==> src/rtl/ps2_key_event_gen.sv <==
// ps2_key_event_gen - scans debounced key levels and emits one toggle-style
// 11-bit key event word per change, with a minimum gap between events.
module ps2_key_event_gen #(
  parameter int                   NKEYS = 16,
  parameter int                   GAP   = 4,
  parameter logic [9*NKEYS-1:0]   CODES = '0
) (
  input  logic             clk_sys,
  input  logic             reset,
  input  logic [NKEYS-1:0] keys_i,
  output logic [10:0]      ps2_key,
  output logic             event_o,
  output logic             busy_o
);

  localparam int PW = (NKEYS > 1) ? $clog2(NKEYS) : 1;
  localparam int GW = (GAP > 1) ? $clog2(GAP + 1) : 1;
  localparam logic [PW-1:0] LAST_KEY = PW'(NKEYS - 1);
  localparam logic [GW-1:0] GAP_LOAD = GW'(GAP - 1);

  typedef enum logic [1:0] {
    ST_SCAN = 2'd0,
    ST_EMIT = 2'd1,
    ST_GAP  = 2'd2
  } state_t;

  state_t           state;
  logic [NKEYS-1:0] reported;
  logic [PW-1:0]    ptr;
  logic [PW-1:0]    idx;
  logic             lvl;
  logic [GW-1:0]    gap_cnt;

  // Wrap by compare so non-power-of-two key counts never index past NKEYS-1.
  function automatic logic [PW-1:0] next_ptr(input logic [PW-1:0] p);
    return (p == LAST_KEY) ? '0 : p + 1'b1;
  endfunction

  // The event word is loaded on the edge entering EMIT, so the strobe and the
  // new word are both visible for exactly the EMIT cycle.
  always_ff @(posedge clk_sys) begin
    if (reset) begin
      state    <= ST_SCAN;
      reported <= '0;
      ptr      <= '0;
      idx      <= '0;
      lvl      <= 1'b0;
      gap_cnt  <= '0;
      ps2_key  <= '0;
      event_o  <= 1'b0;
    end else begin
      case (state)
        ST_SCAN: begin
          if (keys_i[ptr] != reported[ptr]) begin
            idx     <= ptr;
            lvl     <= keys_i[ptr];
            ps2_key <= {~ps2_key[10], keys_i[ptr], CODES[9*ptr +: 9]};
            event_o <= 1'b1;
            state   <= ST_EMIT;
          end else begin
            ptr <= next_ptr(ptr);
          end
        end
        ST_EMIT: begin
          event_o       <= 1'b0;
          reported[idx] <= lvl;
          ptr           <= next_ptr(idx);
          gap_cnt       <= GAP_LOAD;
          state         <= ST_GAP;
        end
        ST_GAP: begin
          event_o <= 1'b0;
          if (gap_cnt == '0) begin
            state <= ST_SCAN;
          end else begin
            gap_cnt <= gap_cnt - 1'b1;
          end
        end
        default: begin
          event_o <= 1'b0;
          state   <= ST_SCAN;
        end
      endcase
    end
  end

  assign busy_o = (state == ST_EMIT) || (state == ST_GAP);

endmodule

==> config.mk <==
export PLATFORM = sky130hd
export DESIGN_NAME = ps2_key_event_gen
export DESIGN_NICKNAME = d
export VERILOG_FILES = /design/src/rtl/ps2_key_event_gen.sv
export SDC_FILE = /design/constraint.sdc
export NUM_CORES = 1
export LEC_CHECK = 0
export CORE_ASPECT_RATIO = 0.5
export CORE_MARGIN = 2
export CORE_UTILIZATION = 49
export DETAILED_ROUTE_END_ITERATION = 12
export PLACE_DENSITY = 0.84
export SKIP_LAST_GASP = 1
export SLEW_MARGIN = 20
export SYNTH_ARGS = -nofsm -noshare
export SYNTH_HDL_FRONTEND = slang
export SYNTH_SLANG_ARGS = --single-unit
==> constraint.sdc <==
create_clock -name clk_sys -period 2.19 [get_ports clk_sys]
set_input_delay 0.219 -clock clk_sys [delete_from_list [all_inputs] [get_ports clk_sys]]
set_output_delay 0.219 -clock clk_sys [all_outputs]
set_load 0.05 [all_outputs]
==> results.sh, run 1 <==
export IMPL_multi_input_area_mm2=0.001296
export IMPL_cts_tree="done"
export IMPL_place_congestion=0.8367
export IMPL_p_clk_share_pct=15.2
export IMPL_slowest_stage="mux4_2"
export IMPL_yosys_cell_types_count=39
export IMPL_ant_nets=0
export IMPL_wirelength_mm=4.986
export IMPL_clock_skew_ns=0.005828
export IMPL_die_y_um=49.57
export IMPL_grt_overflow_total=0
export IMPL_p_sw_mw=1.358
export IMPL_start_kind="flop"
export IMPL_cts_buffers_inserted=5
export IMPL_via_count=1734
export IMPL_synthToLayoutAreaGrowth_pct=22.02
export IMPL_num_rows=16
export IMPL_ys_warnings_count=0
export IMPL_cap_violations=0
export IMPL_start_util_pct=51.59
export IMPL_startpoint="ptr[2]"
export IMPL_drtPass1Iterations=4
export IMPL_n_fill_cell=291
export IMPL_ir_worst_vdd_uv=474.8
export IMPL_met3_length_um=264
export IMPL_hpwl_mm=3.218
export IMPL_swShare_pct=43.83
export IMPL_violations="setup timing"
export IMPL_power_per_cell_area_mw_per_mm2=1248
export IMPL_wl_met1_mm=2.209
export IMPL_clk_path_buf_depth=2
export IMPL_route_met2_wl_mm=2.339
export IMPL_postLayoutSetupSlackWorst_ns=-0.04667
export IMPL_internal_power_mw=1.740
export IMPL_hold_viol=0
export IMPL_track_usage_pct=21.98
export IMPL_max_slew_margin_pct=54.42
export IMPL_maxUsedRoutingLayer="met4"
export IMPL_synthFlopType="dfxtp_1"
export IMPL_portBuffers=21
export IMPL_cts_sink_count=32
export IMPL_synth_area_mm2=0.002034
export IMPL_p_leak_nw=1.049
export IMPL_final_util_pct=62.94
export IMPL_required_ns=2.36
export IMPL_crit_fanout=6
export IMPL_setup_viol=6
export IMPL_io_pins=31
export IMPL_yosysMostFrequentCell="dfxtp_1"
export IMPL_crit_arrival_ns=2.41
export IMPL_period_needed_ns=2.237
export IMPL_die_w_um=95.13
export IMPL_cp_top_family="multiplexers"
export IMPL_rsz0062_at_grt="yes"
export IMPL_htree_levels=2
export IMPL_combPwrFrac_pct=57.5
export IMPL_drive_gt1_share_pct=17.62
export IMPL_hp_start="event_o"
export IMPL_setup_worst_path_class="reg -> reg"
export IMPL_syn_inst=219
export IMPL_max_stage_delay_ns=0.54
export IMPL_max_freq_mhz=447.1
export IMPL_wl_per_cell_um=16.73
export IMPL_worst_pin_slew_ns=0.6827
export IMPL_worstHoldPathType="reg -> reg"
export IMPL_critPathCaptureType="flop"
export IMPL_avgSynthCellArea_um2=9.290
export IMPL_grt_pass1_vias=1665
export IMPL_nets=272
export IMPL_worstPathCellList="buf_6 > mux4_2 > mux2i_4 > xor2_2 > o221ai_2 > nor2_1 > a211oi_1"
export IMPL_ys_ff_latch=32
export IMPL_antenna_found_initial=0
export IMPL_via_per_inst=5.819
export IMPL_die_area_mm2=0.004715
export IMPL_status="complete, but fails checks"
export IMPL_layout_area_seq_um2=644.4
export IMPL_min_period_over_period_pct=102.1
export IMPL_r2r_start="ptr[2]"
export IMPL_path_clk_slew_ns=0.07
export IMPL_cp_num_buf_inv=1
export IMPL_maxSlewViolCount=0
export IMPL_synth_common_cells="32 x dfxtp_1, 31 x nor2_1, 23 x mux2i_1"
export IMPL_root_buffer="clkbuf_8"
export IMPL_synth_top_area_share_pct=31.49
export IMPL_ys_async_sr_fraction_pct=0
export IMPL_drc=0
export IMPL_worstSkewPairLatency_ns=0.29
export IMPL_yosys_top_cells_area="dfxtp_1 31%, mux2i_1 11%, ha_1 6.8%, mux4_1 6.5%, nor2_1 5.7%"
export IMPL_coreArea_mm2=0.003944
export IMPL_holdBufCountCts=0
export IMPL_yosysSeqAreaShare_pct=31.49
export IMPL_grt_pass1_wl_mm=7.803
export IMPL_finalPower_mw=3.097
export IMPL_synth_edf_count=0
export IMPL_drt_iter0_drc=111
export IMPL_synth_largest_area_cell="dfxtp_1"
export IMPL_grt_max_degree=30
export IMPL_diodes=0
export IMPL_seqPwrFrac_pct=27.3
worst min-delay path, delay by kind of cell, from the launching register on:
family           cells  cell delay, ns
and+or+nand+nor      2            0.11
DFF                  1            0.34
layout by cell type, fill, tap and decap left out, types with 3 or more instances in the layout:
cell type,n
nor2_1,31
dfxtp_1,31
clkdlybuf4s50_1,21
mux2i_1,19
nand3_1,17
inv_1,11
ha_1,11
conb_1,9
buf_4,9
a21oi_1,8
mux4_2,6
nand2b_1,6
clkbuf_8,6
nand2_1,4
o21ai_0,4
nor2b_1,4
nand4b_1,4
buf_6,4
mux2i_4,3
and2_1,3
a221oi_1,3
flip-flops by register name, indices dropped and copies added, names as in the netlist:
register  flops
ps2_key       2
event_o       1
gap_cnt       3
idx           4
ptr           4
reported     16
state         2
kinds of logic after synthesis:
family / after synthesis / share of synthesized area, %
multiplexers: 33 / 22.39
flip-flops: 32 / 31.49
AO/OA/AOI/OAI: 31 / 10.95
buffers and inverters: 37 / 9.778
other: 1 / 0.1843
AND/OR/NAND/NOR: 71 / 17.16
adder cells (fa/ha/maj): 11 / 6.765
XOR/XNOR: 3 / 1.292
timing repair:
action | CTS | global route
setup buffers | 6 | 0
pin swaps | 2 | 5
endpoints found under the hold margin | 0 | 0
resized for setup | 14 | 13
setup endpoints to repair | 12 | 12
metrics by stage:
step / setup WS, ns / hold slack, ns / TNS, ns / area [um^2] / instances
3_3_place_gp: -0.1793 / 0.4710 / -1.397 / 2272 / 286
2_1_floorplan: 0.08251 / 0.4544 / 0 / 2064 / 227
5_1_grt: -0.2078 / 0.5237 / -0.7338 / 2482 / 298
4_1_cts: 0.009463 / 0.4943 / 0 / 2442 / 300
3_5_place_dp: -0.2433 / 0.4829 / -2.248 / 2272 / 286
6_report: -0.04667 / 0.4953 / -0.1380 / 2482 / 298
per-layer routing:
layer,up-vias,global-route usage [%]
li1,804,-
met1,841,27.72
met2,69,34.86
met3,20,5.199
met4,0,12.08
met5,-,0
layout make-up:
type                    instances  area share (%)
clock buffers                   8           3.629
inverters                      11           1.663
multi-input cells             158           52.22
flip-flops and latches         32           25.96
well taps                      54           2.722
repair buffers                 35           13.81
power groups by stage:
stage	registers, mW	clock network, mW	logic [mW]
5_1_grt	0.860	0.501	1.91
2_1_floorplan	0.819	0	1.15
3_5_place_dp	0.835	0	1.52
4_1_cts	0.833	0.472	1.68
3_3_place_gp	0.827	0	1.46
6_report	0.844	0.472	1.78
path summary, 6_finish.rpt:
check             to  slack (ns)  cells past startpoint
max reg2reg   ptr[0]       -0.05                      7
min reg2reg  event_o        0.50                      2
max           ptr[0]       -0.05                      7
min          event_o        0.50                      2
(Power assumes the default switching activity.)
==> run 2, diff against run 1 <==
--- a/config.mk
+++ b/config.mk
@@ -7,9 +7,9 @@
 export LEC_CHECK = 0
 export CORE_ASPECT_RATIO = 0.5
 export CORE_MARGIN = 2
-export CORE_UTILIZATION = 49
+export CORE_UTILIZATION = 35
 export DETAILED_ROUTE_END_ITERATION = 12
-export PLACE_DENSITY = 0.84
+export PLACE_DENSITY = 0.66
 export SKIP_LAST_GASP = 1
 export SLEW_MARGIN = 20
 export SYNTH_ARGS = -nofsm -noshare
==> results.sh, run 2 (synthesis results as in run 1) <==
export IMPL_r2r_end="idx[0]"
export IMPL_min_path_cells=2
export IMPL_place_congestion=0.7860
export IMPL_finalPower_mw=3.240
export IMPL_r2r_start="ptr[2]"
export IMPL_drc=0
export IMPL_ir_worst_vdd_uv=734.1
export IMPL_hold_viol=0
export IMPL_nets=272
export IMPL_num_rows=19
export IMPL_max_slew_margin_pct=55.60
export IMPL_cts_sink_count=32
export IMPL_synthToLayoutAreaGrowth_pct=24.78
export IMPL_reg2reg_depth=7
export IMPL_required_ns=2.34
export IMPL_placedCellCount=306
export IMPL_grt_pass1_vias=1521
export IMPL_power_per_cell_area_mw_per_mm2=1276
export IMPL_wirelength_mm=4.571
export IMPL_whs_endpoint="event_o"
export IMPL_setup_viol=0
export IMPL_worst_pin_slew_ns=0.6651
export IMPL_grt_overflow_total=0
export IMPL_io_pins=31
export IMPL_antenna_found_initial=0
export IMPL_r2r_slack_ns=0.05
export IMPL_worstSkewPairLatency_ns=0.28
export IMPL_portBuffers=21
export IMPL_regMostFlops="reported"
export IMPL_top_regs="reported (16), idx (4), ptr (4)"
export IMPL_die_w_um=111.8
export IMPL_coreArea_mm2=0.005539
export IMPL_track_usage_pct=14.80
export IMPL_setup_worst_path_class="reg -> reg"
export IMPL_drive_gt1_share_pct=18.11
export IMPL_grt_pass1_wl_mm=7.458
export IMPL_start_util_pct=36.73
export IMPL_status="completed"
export IMPL_root_buffer="clkbuf_16"
export IMPL_fin_tns_setup_ns=0
export IMPL_wl_per_cell_um=14.47
export IMPL_via_per_inst=5.133
export IMPL_via_count=1622
export IMPL_drtPass1Iterations=4
export IMPL_ant_nets=0
export IMPL_maxSlewViolCount=0
export IMPL_cap_violations=0
export IMPL_crit_arrival_ns=2.29
export IMPL_cts_buffers_inserted=5
export IMPL_htree_levels=2
export IMPL_critPathCaptureType="flop"
export IMPL_grt_max_degree=28
export IMPL_n_fill_cell=522
export IMPL_multi_input_area_mm2=0.001304
export IMPL_clk_path_buf_depth=2
export IMPL_holdBufCountCts=0
export IMPL_final_cell_mix="31 x nor2_1, 30 x dfxtp_1, 21 x clkdlybuf4s50_1, 20 x mux2i_1, 17 x nand3_1"
export IMPL_diodes=0
export IMPL_start_kind="flop"
export IMPL_largest_reg_flops=16
export IMPL_dpl_worst_slack_ns=-0.2901
export IMPL_period_needed_ns=2.136
export IMPL_rsz0062_at_grt="yes"
export IMPL_hp_start="event_o"
export IMPL_postLayoutSetupSlackWorst_ns=0.05377
export IMPL_min_period_over_period_pct=97.54
export IMPL_clock_skew_ns=0.004806
export IMPL_stdcell_count=316
export IMPL_path_clk_slew_ns=0.05
export IMPL_hpwl_mm=3.183
export IMPL_die_y_um=57.91
export IMPL_worstHoldPathType="reg -> reg"
export IMPL_layout_area_seq_um2=645.6
export IMPL_max_freq_mhz=468.1
export IMPL_crit_fanout=7
export IMPL_drt_iter0_drc=86
export IMPL_die_area_mm2=0.006476
export IMPL_cts_tree="done"
export IMPL_p_leak_nw=1.055
export IMPL_final_common_cell="nor2_1"
run 2: changes by cell type in the layout (fill, tap and decap cells not counted), sizes merged:
cell,delta
clkinv,+1
clkbuf,-2
run 2: final cells by class:
cell class	count	share of cell area, %
clock buffer	6	5.076
clock inverter	1	0.1971
inverter	11	1.626
multi-input combinational	158	51.36
sequential	32	25.43
tap	73	3.598
timing repair buffer	35	12.72
run 2: worst max path at each step:
stage,from,to,slack (ns),cells past startpoint
after floorplan,ptr[2],ptr[2],0.08,8
after detailed placement,ptr[2],state[0],-0.29,6
after global routing,ptr[2],idx[0],-0.04,7
after global placement,ptr[2],ptr[2],-0.18,6
after CTS,ptr[2],ptr[2],0.005,6
final,ptr[2],idx[0],0.05,7
run 2: metal layers:
metal  GRT usage [%]  vias to the layer above  wire [um]
met3           5.021                        5        214
li1                -                      796          -
met4           3.175                        0         42
met2           23.72                       28       2151
met1           19.77                      793       2162
met5               0                        -          0
run 2: metrics by stage:
step                utilization, %  cell area [um^2]  hold slack, ns
detailed placement           41.36              2291          0.4826
global route                 45.83              2539          0.5204
CTS                          44.70              2476          0.4947
floorplan                        -              2064          0.4544
finish                       45.83              2539          0.4884
global placement             41.36              2291          0.4662
run 2: repair_timing:
item | 4_1_cts | 5_1_grt
pin swaps | 2 | 3
endpoints found under the setup margin | 13 | 11
setup buffers | 4 | 0
resized for setup | 16 | 12
run 2: critical path: stages, from the launching register on:
cell and delay [ns]:
dfxtp_4 0.42, mux4_2 0.55, mux2i_4 0.24, xor2_4 0.14, mux2_4 0.32, buf_4 0.15, nand4b_1 0.10, o31ai_2 0.08
run 2: power breakdown:
group          internal (mW)  switching, mW  leakage, nW
registers              0.698          0.146        0.261
clock network          0.412          0.238       0.0667
logic                  0.783          0.963        0.726
total                   1.89           1.35         1.05
==> run 3, diff against run 2 <==
--- a/config.mk
+++ b/config.mk
@@ -9,7 +9,7 @@
 export CORE_MARGIN = 2
 export CORE_UTILIZATION = 35
 export DETAILED_ROUTE_END_ITERATION = 12
-export PLACE_DENSITY = 0.66
+export PLACE_DENSITY = 0.64
 export SKIP_LAST_GASP = 1
 export SLEW_MARGIN = 20
 export SYNTH_ARGS = -nofsm -noshare
==> constraint.sdc (replaced) <==
create_clock -name clk_sys -period 2.5 [get_ports clk_sys]
set_input_delay 0.25 -clock clk_sys [delete_from_list [all_inputs] [get_ports clk_sys]]
set_output_delay 0.25 -clock clk_sys [all_outputs]
set_load 0.05 [all_outputs]
==> results.sh, run 3 (synthesis results as in run 1) <==
export IMPL_status="completed"
export IMPL_holdBufCountCts=0
export IMPL_grt_overflow_total=0
export IMPL_drive_gt1_share_pct=8.936
export IMPL_start_util_pct=36.73
export IMPL_largest_reg_flops=16
export IMPL_period_needed_ns=2.330
export IMPL_timing_hold_ws_ns=0.4844
export IMPL_hpwl_mm=3.096
export IMPL_grt_pass1_vias=1440
export IMPL_wl_per_cell_um=13.53
export IMPL_setup_viol=0
export IMPL_multi_input_area_mm2=0.001225
export IMPL_root_buffer="clkbuf_16"
export IMPL_diodes=0
export IMPL_postCtsSetupBuffers=0
export IMPL_clk_path_buf_depth=2
export IMPL_setup_worst_path_class="reg -> reg"
export IMPL_coreArea_mm2=0.005539
export IMPL_p_leak_nw=1.027
export IMPL_min_period_over_period_pct=93.19
export IMPL_track_usage_pct=13.35
export IMPL_fin_tns_setup_ns=0
export IMPL_max_freq_mhz=429.2
export IMPL_via_per_inst=5.146
export IMPL_finalPower_mw=2.582
export IMPL_io_pins=31
export IMPL_drt_iter0_drc=71
export IMPL_ant_nets=0
export IMPL_clock_skew_ns=0.003525
export IMPL_drtPass1Iterations=4
export IMPL_path_clk_slew_ns=0.05
export IMPL_grt_max_degree=24
export IMPL_antenna_found_initial=0
export IMPL_htree_levels=2
export IMPL_start_kind="flop"
export IMPL_num_rows=19
export IMPL_maxSlewViolCount=0
export IMPL_place_congestion=0.8018
export IMPL_portBuffers=21
export IMPL_final_common_cell="dfxtp_1"
export IMPL_die_y_um=57.91
export IMPL_required_ns=2.68
export IMPL_rsz0062_at_grt="no"
export IMPL_cts_sink_count=32
export IMPL_worstHoldPathType="reg -> reg"
export IMPL_die_w_um=111.8
export IMPL_cts_buffers_inserted=5
export IMPL_via_count=1585
export IMPL_cts_resized_gates=0
export IMPL_die_area_mm2=0.006476
export IMPL_grt_pass1_wl_mm=6.803
export IMPL_regMostFlops="reported"
export IMPL_worst_pin_slew_ns=0.6860
export IMPL_power_per_cell_area_mw_per_mm2=1073
export IMPL_drc=0
export IMPL_crit_arrival_ns=2.51
export IMPL_worstSkewPairLatency_ns=0.27
export IMPL_wirelength_mm=4.166
export IMPL_layout_area_seq_um2=640.6
export IMPL_crit_fanout=15
export IMPL_synthToLayoutAreaGrowth_pct=18.33
export IMPL_critPathCaptureType="flop"
export IMPL_ir_worst_vdd_uv=566.1
export IMPL_final_util_pct=43.46
export IMPL_cap_violations=0
export IMPL_cts_tree="done"
export IMPL_n_fill_cell=521
export IMPL_hold_viol=0
export IMPL_max_slew_margin_pct=54.13
export IMPL_final_cell_mix="32 x dfxtp_1, 31 x nor2_1, 23 x mux2i_1, 21 x clkdlybuf4s50_1, 17 x nand3_1"
export IMPL_nets=263
export IMPL_top_regs="reported (16), idx (4), ptr (4)"
## run 3: cell count changes in the layout (fill, tap and decap cells not counted), moves of 3 or more
| cell | change |
|---|---|
| mux4_1 | +5 |
| mux4_2 | -5 |
| mux2i_1 | +3 |
| mux2i_4 | -3 |
| buf_4 | -8 |
## run 3: layout make-up
type	instances	area share, %
Multi-Input combinational cell	158	50.88
Sequential cell	32	26.61
Timing Repair Buffer	26	10.81
Clock buffer	6	5.769
Tap cell	73	3.794
Inverter	11	1.715
Clock inverter	2	0.4158
## run 3: per-stage QoR
step / worst slack [ns] / std cells / area (um^2)
finish: 0.1702 / 308 / 2407
global placement: 0.1500 / 300 / 2258
detailed placement: 0.09263 / 300 / 2258
floorplan: 0.3925 / 227 / 2064
global route: 0.006017 / 308 / 2407
CTS: 0.1633 / 308 / 2407
## run 3: worst max-delay path, cell delays in order, from the launching register on
cell and delay (ns):
dfxtp_1 0.35, buf_12 0.16, mux4_1 0.56, mux2i_1 0.24, xor2_1 0.17, mux2_4 0.33, and2b_1 0.17, o32ai_2 0.25
## run 3: power by group
group          internal, mW  switching [mW]  total (mW)
combinational         0.526           0.748        1.27
sequential            0.607          0.0988       0.706
clock                 0.392           0.211       0.603
total                  1.52            1.06        2.58
## run 3: path summary, 6_finish.rpt
path	startpoint	endpoint	slack, ns	depth (start not counted)
max reg2reg	ptr[2]	ptr[2]	0.17	7
min	gap_cnt[2]	gap_cnt[2]	0.48	2
max	ptr[2]	ptr[2]	0.17	7
min reg2reg	gap_cnt[2]	gap_cnt[2]	0.48	2
## run 3: routing by layer
| layer | track usage, % | share of wire [%] |
|---|---|---|
| met2 | 21.04 | 46 |
| met4 | 4.056 | 0.84 |
| met5 | 0 | 0 |
| met1 | 17.93 | 48 |
| met3 | 4.079 | 5.5 |
